--- config.mk ---
export PLATFORM = sky130hd
export DESIGN_NAME = bubble_sort_gen
export DESIGN_NICKNAME = d
export VERILOG_FILES = /design/src/rtl/bubble_sort_gen.sv
export SDC_FILE = /design/constraint.sdc
export NUM_CORES = 1
export LEC_CHECK = 0
export CORE_UTILIZATION = 25
export DETAILED_ROUTE_END_ITERATION = 6
export PLACE_DENSITY_LB_ADDON = 0.3
export SYNTH_ARGS = -nofsm -noshare
export SYNTH_HDL_FRONTEND = slang
export SYNTH_SLANG_ARGS = --single-unit
export TNS_END_PERCENT = 10
--- constraint.sdc ---
create_clock -name clk -period 9.8 [get_ports clk]
set_input_delay 1.96 -clock clk [delete_from_list [all_inputs] [get_ports clk]]
set_output_delay 1.96 -clock clk [all_outputs]
set_load 0.01 [all_outputs]
--- src/rtl/bubble_sort_gen.sv ---
// In-place bubble-sort engine for a single-port synchronous RAM with one-cycle
// read latency. Supports ascending/descending order, early termination when a
// pass makes no swaps, length range checking and swap/pass statistics.
module bubble_sort_gen #(
    parameter int DATA_W = 8,
    parameter int ADDR_W = 8,
    parameter int LEN_W  = 10,
    parameter int CNT_W  = 16
) (
    input  logic              clk,
    input  logic              rst_n,
    input  logic              enable,
    output logic              ready,
    input  logic              descend,
    input  logic [LEN_W-1:0]  length,
    input  logic [DATA_W-1:0] rdata,
    output logic [ADDR_W-1:0] address,
    output logic              wren,
    output logic [DATA_W-1:0] wdata,
    output logic              done,
    output logic              err,
    output logic [CNT_W-1:0]  swap_count,
    output logic [CNT_W-1:0]  pass_count
);

    localparam logic [2:0] IDLE   = 3'd0;
    localparam logic [2:0] RD_A   = 3'd1;
    localparam logic [2:0] RD_B   = 3'd2;
    localparam logic [2:0] CMP    = 3'd3;
    localparam logic [2:0] WR_A   = 3'd4;
    localparam logic [2:0] WR_B   = 3'd5;
    localparam logic [2:0] NEXT   = 3'd6;
    localparam logic [2:0] FINISH = 3'd7;

    // Wide enough to hold both the length and DEPTH without truncation.
    localparam int EXT_W = (LEN_W > ADDR_W) ? LEN_W + 1 : ADDR_W + 1;
    localparam logic [EXT_W-1:0] DEPTH_E = EXT_W'(1) << ADDR_W;

    logic [2:0]        state;
    logic [LEN_W-1:0]  i;
    logic [LEN_W-1:0]  limit;
    logic [LEN_W-1:0]  i_nxt;
    logic              desc_q;
    logic              pass_swapped;
    logic              do_swap;
    logic              len_big;
    logic [DATA_W-1:0] a_q;
    logic [DATA_W-1:0] b_q;

    // Counters hold at all-ones instead of wrapping.
    function automatic logic [CNT_W-1:0] sat_inc(input logic [CNT_W-1:0] v);
        return (&v) ? v : v + CNT_W'(1);
    endfunction

    assign i_nxt   = i + LEN_W'(1);
    assign len_big = EXT_W'(length) > DEPTH_E;
    // In CMP, rdata carries mem[i+1]; unsigned compare against the latched mem[i].
    assign do_swap = desc_q ? (a_q < rdata) : (a_q > rdata);

    // Control FSM, index/limit bookkeeping and statistics.
    always_ff @(posedge clk or negedge rst_n) begin
        if (!rst_n) begin
            state        <= IDLE;
            i            <= '0;
            limit        <= '0;
            desc_q       <= 1'b0;
            pass_swapped <= 1'b0;
            err          <= 1'b0;
            swap_count   <= '0;
            pass_count   <= '0;
        end else begin
            case (state)
                IDLE: begin
                    if (enable) begin
                        desc_q       <= descend;
                        err          <= 1'b0;
                        swap_count   <= '0;
                        pass_count   <= '0;
                        limit        <= length - LEN_W'(1);
                        i            <= '0;
                        pass_swapped <= 1'b0;
                        if (len_big) begin
                            err   <= 1'b1;
                            state <= FINISH;
                        end else if (length < LEN_W'(2)) begin
                            state <= FINISH;
                        end else begin
                            // First pass begins immediately.
                            pass_count <= CNT_W'(1);
                            state      <= RD_A;
                        end
                    end
                end
                RD_A: state <= RD_B;
                RD_B: state <= CMP;
                CMP: begin
                    if (do_swap) begin
                        swap_count <= sat_inc(swap_count);
                        state      <= WR_A;
                    end else begin
                        state <= NEXT;
                    end
                end
                WR_A: state <= WR_B;
                WR_B: begin
                    pass_swapped <= 1'b1;
                    state        <= NEXT;
                end
                NEXT: begin
                    if (i_nxt < limit) begin
                        i     <= i_nxt;
                        state <= RD_A;
                    end else begin
                        limit        <= limit - LEN_W'(1);
                        i            <= '0;
                        pass_swapped <= 1'b0;
                        // A clean pass or a shrunk-to-zero window means sorted.
                        if (!pass_swapped || limit == LEN_W'(1)) begin
                            state <= FINISH;
                        end else begin
                            pass_count <= sat_inc(pass_count);
                            state      <= RD_A;
                        end
                    end
                end
                FINISH: state <= IDLE;
                default: state <= IDLE;
            endcase
        end
    end

    // Element holding registers; their contents are don't-care outside a compare.
    always_ff @(posedge clk) begin
        if (state == RD_B) a_q <= rdata;
        if (state == CMP)  b_q <= rdata;
    end

    // RAM interface and status decoded purely from registered state and index.
    always_comb begin
        address = '0;
        wren    = 1'b0;
        wdata   = '0;
        case (state)
            RD_A: address = i[ADDR_W-1:0];
            RD_B: address = i_nxt[ADDR_W-1:0];
            WR_A: begin
                address = i[ADDR_W-1:0];
                wren    = 1'b1;
                wdata   = b_q;
            end
            WR_B: begin
                address = i_nxt[ADDR_W-1:0];
                wren    = 1'b1;
                wdata   = a_q;
            end
            default: ;
        endcase
    end

    assign ready = (state == IDLE);
    assign done  = (state == FINISH);

endmodule
# --- Yosys cells after proc, flatten, opt, wreduce, memory -nomap -nowiden ---
# Cells that the tools add are included.
totals:
  ff_bits: 74
  out_inout_bits: 52
  word_cells: 83
  inputBits: 22
op_classes:
  n_addsub: 5
  n_lt_le_gt_ge: 5
  n_reduce_logical: 17
  muxes: 32
  eq_ne: 14
ops:
  columns: ["operator", "n"]
  rows:
  - ["$mux W16", 7]
  - ["$pmux W16 S2", 2]
  - ["$mux W10", 4]
  - ["$pmux W10 S2", 2]
  - ["$add A16 B1 Y16 const B", 2]
  - ["$pmux W8 S2", 2]
  - ["$reduce_and A16 Y1", 2]
  - ["$pmux W3 S8", 1]
  - ["$sub A10 B1 Y10 const B", 2]
  - ["$mux W3", 5]
  - ["$eq A3 B3 Y1 const B", 4]
  - ["$ne A2 B2 Y1 const B", 6]
  - ["$add A10 B1 Y10 const B", 1]
  - ["$eq A10 B1 Y1 const B", 1]
  - ["$gt A10 B9 Y1 const B", 1]
  - ["$lt A10 B10 Y1", 1]
  - ["$lt A10 B2 Y1 const B", 1]
  - ["$gt A8 B8 Y1", 1]
  - ["$lt A8 B8 Y1", 1]
  - ["$mux W1", 7]
  - ["$eq A3 B2 Y1 const B", 2]
  - ["$reduce_and A3 Y1", 2]
  - ["$reduce_or A2 Y1", 3]
  - ["$reduce_and A5 Y1", 1]
  - ["other kinds (10)", 12]

# --- Longest topological paths before layout ---
# Gate-level depths: netlist of run 1.
depth:
  depth_word: 5
  mapped_depth: 14
  mapped_depth_nobuf: 12

# --- Worst setup path before layout of run 1 ---
# Ideal clock, no wire load.
synth_path:
  kind: "input-to-reg"
  start: "input port rdata[1]"
  end: "register swap_count[15]"
  cell_stages: 9
  arrival_ns: 3.745
  n_path_buf: 1
  setup_time_ns: 0.133
  path_slack_ns: 5.922
  required_ns: 9.667
  path_cell_list: "inv_1 > ha_1 > nor2b_1 > o211ai_1 > a21o_1 > a311oi_1 > clkbuf_1 > a2bb2oi_1 > nand2_1"
synth_between:
  elab_chain_len: 4
  word_cells_on_any_way: 5
  cone_classes: "2 x order compare; 1 x eq/ne; 1 x mux; 1 x reduce/logical"
synth_lines:
  columns: ["item", "line", "source"]
  rows:
  - ["from (decl)", "16", "input logic [DATA_W-1:0] rdata,"]
  - ["$gt A8 B8 Y1 / $lt A8 B8 Y1 (equally long branches)", "58", "assign do_swap = desc_q ? (a_q < rdata) : (a_q > rdata);"]
  - ["$mux W1 (*)", "58", null]
  - ["$ne A2 B2 Y1 (no line) (*)", null, null]
  - ["$reduce_and A4 Y1 (no line) (*)", null, null]
  - ["to (signal assigned)", "98", "swap_count <= sat_inc(swap_count);"]
  - ["to (decl)", "22", "output logic [CNT_W-1:0] swap_count,"]
# Mark *: on every way between the ends. The rest lies on a longest branch, timed or not.
# A chain may end at the register's enable or synchronous reset.

# --- Worst setup path in the final report of run 1 ---
layout_path:
  start: "register state[0]"
  end: "output port address[1]"
layout_between:
  elab_chain_len: 3
  word_cells_on_any_way: 7
  cone_classes: "4 x eq/ne; 1 x mux; 2 x reduce/logical"
layout_lines:
  columns: ["item", "line", "source"]
  rows:
  - ["from (decl)", "39", "logic [2:0] state;"]
  - ["from (signal assigned)", "63", "state <= IDLE;"]
  - ["from (signal assigned)", "84", "state <= FINISH;"]
  - ["from (signal assigned)", "86", "state <= FINISH;"]
  - ["$eq A3 B2 Y1 (tied with other cells)", "143", "case (state)"]
  - ["$reduce_or A2 Y1 (no line)", null, null]
  - ["$pmux W8 S2 (*)", "143", null]
  - ["to (decl)", "17", "output logic [ADDR_W-1:0] address,"]
# Marks and branches as above.

==> results by group, run 1 <==
Timing
  • Max Slew Vio Count: 0
  • Tcrit/Tclk final: 0.496
  • Final setup viols: 0
  • Unrepaired setup endpoints after global routing: false
  • Clk_skew: around 0.0084 ns
  • Fmax: 0.206 GHz
  • Worst slew pin tran: 0.962 ns
  • Hold Fails Final Rpt: 0
  • Setup TNS: 0 ns
  • Rel. slew slack: 0.359
  • Min Tclk post-route: roughly 4.9 ns

Drt
  • Total Wirelength: 13,400 microns
  • Drt first pass iters: 4
  • Via density: between 5 and 6
  • DRC viols: 0
  • Routed Antenna Nets: 0
  • Detailed-route via count: roughly 4.4k
  • Wire length per cell: 15.5 microns
  • Initial DRC count: around 230

Critical path
  • Worst R2R Start: i[0]$_DFFE_PN0P_
  • Max stage delay on crit path: around 0.97 ns
  • Worst-path cell chain: inv_1 -> and3_1 -> nand2_1 -> o21ai_0 -> clkdlybuf4s50_1
  • R2r setup slk: 5.76 ns
  • Critical path capture point type: output port
  • Register-to-Register Path Depth: 11
  • Worst EP arrival: around 2.9 ns
  • Crit path kind: flip-flop to output port
  • Critical Path RT: between 7 and 8 ns
  • Crit start category: flip-flop
  • Slowest CP cell: dfrtp_1
  • R2r endpoint: pass_count[13]$_DFFE_PN0P_
  • Maximum fanout along the worst path: 22

GRT
  • GRT busiest layer: met2
  • First-pass GRT wire length: 22,200 microns
  • Vias in the first global route: around 4.3k
  • Largest net degree at the start of global routing: 59
  • GR Util met3: 0.0240
  • GR Layer Usage met2: 0.224
  • Grt ovf: 0
  • GRT Util Overall: 0.140
  • Met1 usage: 0.190
  • Initial antenna violation count: 0

Synthesis
  • Synth Warn #: 0
  • Post-synth design cell area: 4870 sq um
  • Syn Inst Count: 548
  • Sequential area share after synthesis: 0.397
  • Distinct cells, synth: 61
  • Post-synth ARST share: 0.784
  • #FFs+latches synth: 74
  • Number of flops mapped to enable cells by yosys: 16
  • Synthesized netlist net count: 594
  • Syn avg cell area: 8.88 sq um
  • Top FF cell, synth: dfrtp_1

Power
  • Pwr dens: about 220 nW/um^2
  • Peak VDD IR: 0.0000849 V
  • Design Power: between 1000 and 1500 uW
  • Leakage power: 0.00249 uW

Layout
  • Most common cell after layout, fill and taps aside: clkdlybuf4s50_1
  • Ratio of cells with drive above 1 in the final layout: 0.0476
  • Nets: 651
  • Most frequent cells in the layout: clkdlybuf4s50_1, nand2_1, dfrtp_1
  • Design Area, Final: 6150 sq um
  • Area growth syn-to-layout: 26.5%
  • Antenna Cells: 0

Die
  • IO Pins: 74
  • Vertical die dimension: about 140 microns
  • Core Region: 18,900 sq um
  • Die ar.: 20,000 sq um
  • FP Rows: 50
  • Die Wd: 142 microns
  • Initial Util: 0.258

Run
  • MaxCap Viol Count: 0

Place
  • IO Port Bufs: 73
  • Post-DP HPWL: around 9500 microns
  • DP Area: 5820 sq um
  • GP Congestion: 0.839

CTS
  • Post CTS Setup Buffer Count: 0
  • TritonCTS clock tree: built
  • CTS buffer count: 9
  • # clock sinks: 74
  • CTS resizes: 0
  • Hold_buf cts: 0
  • Clock slew at reported path FFs: 0.06 ns
  • CTS Buffer Depth: 2
  • # H-tree levels: 3
  • CTS root buf: clkbuf_16
  • Clk_lat worst skew: 0.34 ns

Hold path
  • Worst hold path type: flip-flop to flip-flop
  • Hold depth: 2
  • Hold_sp: err$_DFFE_PN0P_
  • Hold endpoint: err$_DFFE_PN0P_

Run status
  • Status: completed
## metrics by stage
| step | hold WS (ns) | util | instances | setup slack (ns) |
|---|---|---|---|---|
| final | 0.500 | 0.326 | 869 | 4.94 |
| after CTS | 0.505 | 0.326 | 869 | 4.96 |
| after floorplan | 0.472 | - | 548 | 5.92 |
| after global placement | 0.494 | 0.308 | 854 | 5.03 |
| after global routing | 0.542 | 0.326 | 869 | 4.76 |
| after detailed placement | 0.492 | 0.308 | 854 | 4.98 |
## power by group
part	switching (uW)	total, uW	internal, uW
clock network	132	376	244
logic	299	507	208
registers	97.8	482	384
## cells in the mapped netlist, types with 5 or more instances
cell type  number  area share
and4_1          6       0.011
and3_1         14       0.018
o211ai_1       12       0.019
xnor2_1         5      0.0090
inv_1          31       0.024
or3_1           6      0.0077
o311ai_0        6       0.011
a31oi_1         7      0.0090
and2_1          8       0.010
nor2_1         34       0.026
nor3_1          7      0.0072
a21oi_1        25       0.026
mux2i_1        15       0.031
a22oi_1        10       0.015
edfxtp_1       16       0.099
or4_1          13       0.020
nor4_1          6      0.0077
ha_1           24       0.062
o21ai_0        30       0.031
dfrtp_1        58        0.30
clkbuf_1       22       0.017
nand4_1         9       0.012
nand2b_1        6      0.0077
nand3_1        23       0.024
xor2_1         17       0.031
nand2_1        67       0.052
o31ai_1         8       0.012
o22ai_1        10       0.013
## kinds of logic after synthesis
| family | count (synthesis) | synth area share |
|---|---|---|
| buffers and inverters | 60 | 0.0486 |
| DFF | 74 | 0.397 |
| AOI/OAI and AO/OA | 140 | 0.197 |
| adders and majority gates | 24 | 0.0617 |
| xor gates and xnor gates | 22 | 0.0396 |
| muxes | 15 | 0.0309 |
| and+or+nand+nor | 213 | 0.225 |
## sequential cells by signal, summed over array words and instances (netlist names), 3 cells and up
name        flops
b_q             8
pass_count     16
swap_count     16
limit          10
a_q             8
state           3
i              10
## critical path, delay by kind of cell (launching register included)
kind            cells  cell delay [ns]
flops               1             0.97
compound gates      1             0.18
buf+inv             2             0.84
simple gates        2             0.57
## layer usage
metal | vias to the layer above | wire (microns)
li1 | 2160 | -
met1 | 2122 | 6460
met2 | 75 | 6370
met3 | 11 | 427
met4 | 0 | 190
met5 | - | 0
## area by class of cell
class                           instances  area [sq um]
Clock inverter                          4          71.3
Timing Repair Buffer                   75           741
Sequential cell                        74          1930
Fill cell                            1984         12700
Tap cell                              260           325
Multi-Input combinational cell        414          2700
Inverter                               31           116
Clock buffer                           11           264
## worst max-delay path by stage
stage,slack (ns),end,start,cells after the start
5_1_grt,4.76,address[6],i[0]$_DFFE_PN0P_,7
6_report,4.94,address[1],state[0]$_DFFE_PN0P_,5
3_5_place_dp,4.98,pass_count[14]$_DFFE_PN0P_,enable,6
2_1_floorplan,5.92,swap_count[15]$_DFFE_PN0P_,rdata[1],9
3_3_place_gp,5.03,pass_count[12]$_DFFE_PN0P_,enable,6
4_1_cts,4.96,address[1],state[0]$_DFFE_PN0P_,5
(Power assumes the default switching activity.)
==> run 2, diff against run 1 <==
Clock period 9.8 ns to 4.3 ns, I/O delays scaled along.
==> results by group, run 2 (synthesis gave the netlist of run 1 again) <==
Run status
  • Status: completed

Critical path
  • Register-to-Register Path Depth: 12
  • Critical Path RT: 4.56 ns
  • Worst R2R Start: i[0]$_DFFE_PN0P_
  • Crit start category: flip-flop
  • Maximum fanout along the worst path: 10
  • Crit path kind: flip-flop to flip-flop
  • Worst EP arrival: slightly below 4 ns
  • Critical path capture point type: flip-flop
  • CP Launch Point: i[0]$_DFFE_PN0P_
  • Worst setup path endpoint: pass_count[9]$_DFFE_PN0P_
  • R2r setup slk: 0.62 ns
  • R2r endpoint: pass_count[9]$_DFFE_PN0P_

Layout
  • Ratio of cells with drive above 1 in the final layout: 0.0569
  • Antenna Cells: 0
  • Most common cell after layout, fill and taps aside: clkdlybuf4s50_1
  • Finished Core Util: 0.325
  • Area growth syn-to-layout: 26.2%
  • Number of fill cells: 1,991
  • Design Area, Final: 6140 sq um
  • Nets: approximately 660
  • Most frequent cells in the layout: clkdlybuf4s50_1, nand2_1, dfrtp_1
  • Final std cells w/o fill: 875
  • Largest registers: pass_count: 16 flops, swap_count: 16 flops

CTS
  • Clock slew at reported path FFs: 0.06 ns
  • Post CTS Setup Buffer Count: 0
  • Hold_buf cts: 0
  • # H-tree levels: 3
  • # clock sinks: 74
  • CTS root buf: clkbuf_16
  • TritonCTS clock tree: built
  • CTS Buffer Depth: 2
  • CTS resizes: 0
  • CTS buffer count: 9
  • Clk_lat worst skew: 0.34 ns

Power
  • Pwr dens: roughly 490 nW/um^2
  • Internal power of the cells: about 1800 uW
  • Combinational group share of total power: 0.403
  • Psw: 1210 uW
  • Peak VDD IR: 0.000207 V
  • Sw Ratio: 0.401
  • Clk pwr share: 0.246
  • Leakage power: 0.00250 uW
  • Design Power: around 3000 uW
  • Seq pwr share: 0.351

GRT
  • GR Layer Usage met2: 0.232
  • Met1 usage: 0.185
  • Largest net degree at the start of global routing: 34
  • GRT Util Overall: 0.142
  • Initial antenna violation count: 0
  • Grt ovf: 0
  • GRT busiest layer: met2
  • First-pass GRT wire length: 22,600 microns
  • GR Util met3: 0.0287
  • Vias in the first global route: 4,283

Place
  • Inst Count DP: 859
  • DP Area: 5860 sq um
  • GP Congestion: 0.826
  • IO Port Bufs: 73
  • Post-DP HPWL: 9890 microns

Drt
  • DRC viols: 0
  • Initial DRC count: 281
  • Wire length per cell: ~16 microns
  • Total Wirelength: 13,600 microns
  • Detailed-route via count: 4,428
  • Via density: 5.06
  • Routed Antenna Nets: 0
  • Drt first pass iters: 4

Timing
  • Worst slew pin tran: 0.713 ns
  • Unrepaired setup endpoints after global routing: false
  • Max Slew Vio Count: 0
  • Final setup viols: 0
  • Clk_skew: 0.00713 ns
  • Hold Fails Final Rpt: 0
  • Setup TNS: 0 ns
  • Rel. slew slack: 0.523
  • Fmax: 0.272 GHz
  • Min Tclk post-route: 3.68 ns
  • Tcrit/Tclk final: 0.856

Hold path
  • Worst hold path type: flip-flop to flip-flop
  • Hold depth: 2
  • Hold_sp: err$_DFFE_PN0P_

Die
  • Core Region: 18,900 sq um
  • Die ar.: 20,000 sq um
  • IO Pins: 74
  • Die Wd: around 140 microns
  • Initial Util: 0.258
  • Vertical die dimension: 142 microns
  • FP Rows: 50

Run
  • MaxCap Viol Count: 0
-- run 2: worst min path at each step --
stage,to,slack (ns)
after floorplan,pass_swapped$_DFFE_PN0P_,0.47
after global placement,err$_DFFE_PN0P_,0.47
after detailed placement,err$_DFFE_PN0P_,0.49
after CTS,err$_DFFE_PN0P_,0.51
after global routing,err$_DFFE_PN0P_,0.54
final,err$_DFFE_PN0P_,0.50
-- run 2: routing by layer --
layer | wire [microns] | part of all wire
met2 | 6590 | 0.48
met1 | 6030 | 0.44
met5 | 0 | 0
met4 | 233 | 0.017
met3 | 785 | 0.058
-- run 2: layout make-up --
| type | count | area [sq um] | area share |
|---|---|---|---|
| well taps | 260 | 325 | 0.0530 |
| clock buffers | 9 | 225 | 0.0367 |
| clock inverters | 7 | 60.1 | 0.00978 |
| inverters | 31 | 116 | 0.0189 |
| flip-flops and latches | 74 | 1930 | 0.315 |
| multi-input cells | 414 | 2700 | 0.440 |
| repair buffers | 80 | 778 | 0.127 |
-- run 2: through the flow --
stage               hold slack, ns  setup slack [ns]
finish                       0.498             0.621
global route                 0.539             0.266
CTS                          0.506             0.626
detailed placement           0.490             0.681
global placement             0.473             0.821
floorplan                    0.472              1.10
-- run 2: critical path, cell delays in order (launching register included) --
cell	delay, ns
dfrtp_1	0.49
ha_1	0.28
and3_1	0.28
and3_1	0.28
nand3_1	0.13
xnor2_1	0.17
ha_1	0.29
nand2_1	0.06
a211o_1	0.26
o211ai_1	0.31
nand3_1	0.33
or4_1	0.55
a21oi_1	0.16
-- run 2: power by group through the flow --
stage / Sequential, uW / Clock [uW] / Combinational, uW
4_1_cts: 1060 / 766 / 1230
6_report: 1060 / 740 / 1210
2_1_floorplan: 996 / 0 / 805
3_5_place_dp: 1070 / 0 / 1220
5_1_grt: 1090 / 789 / 1360
3_3_place_gp: 1060 / 0 / 1210
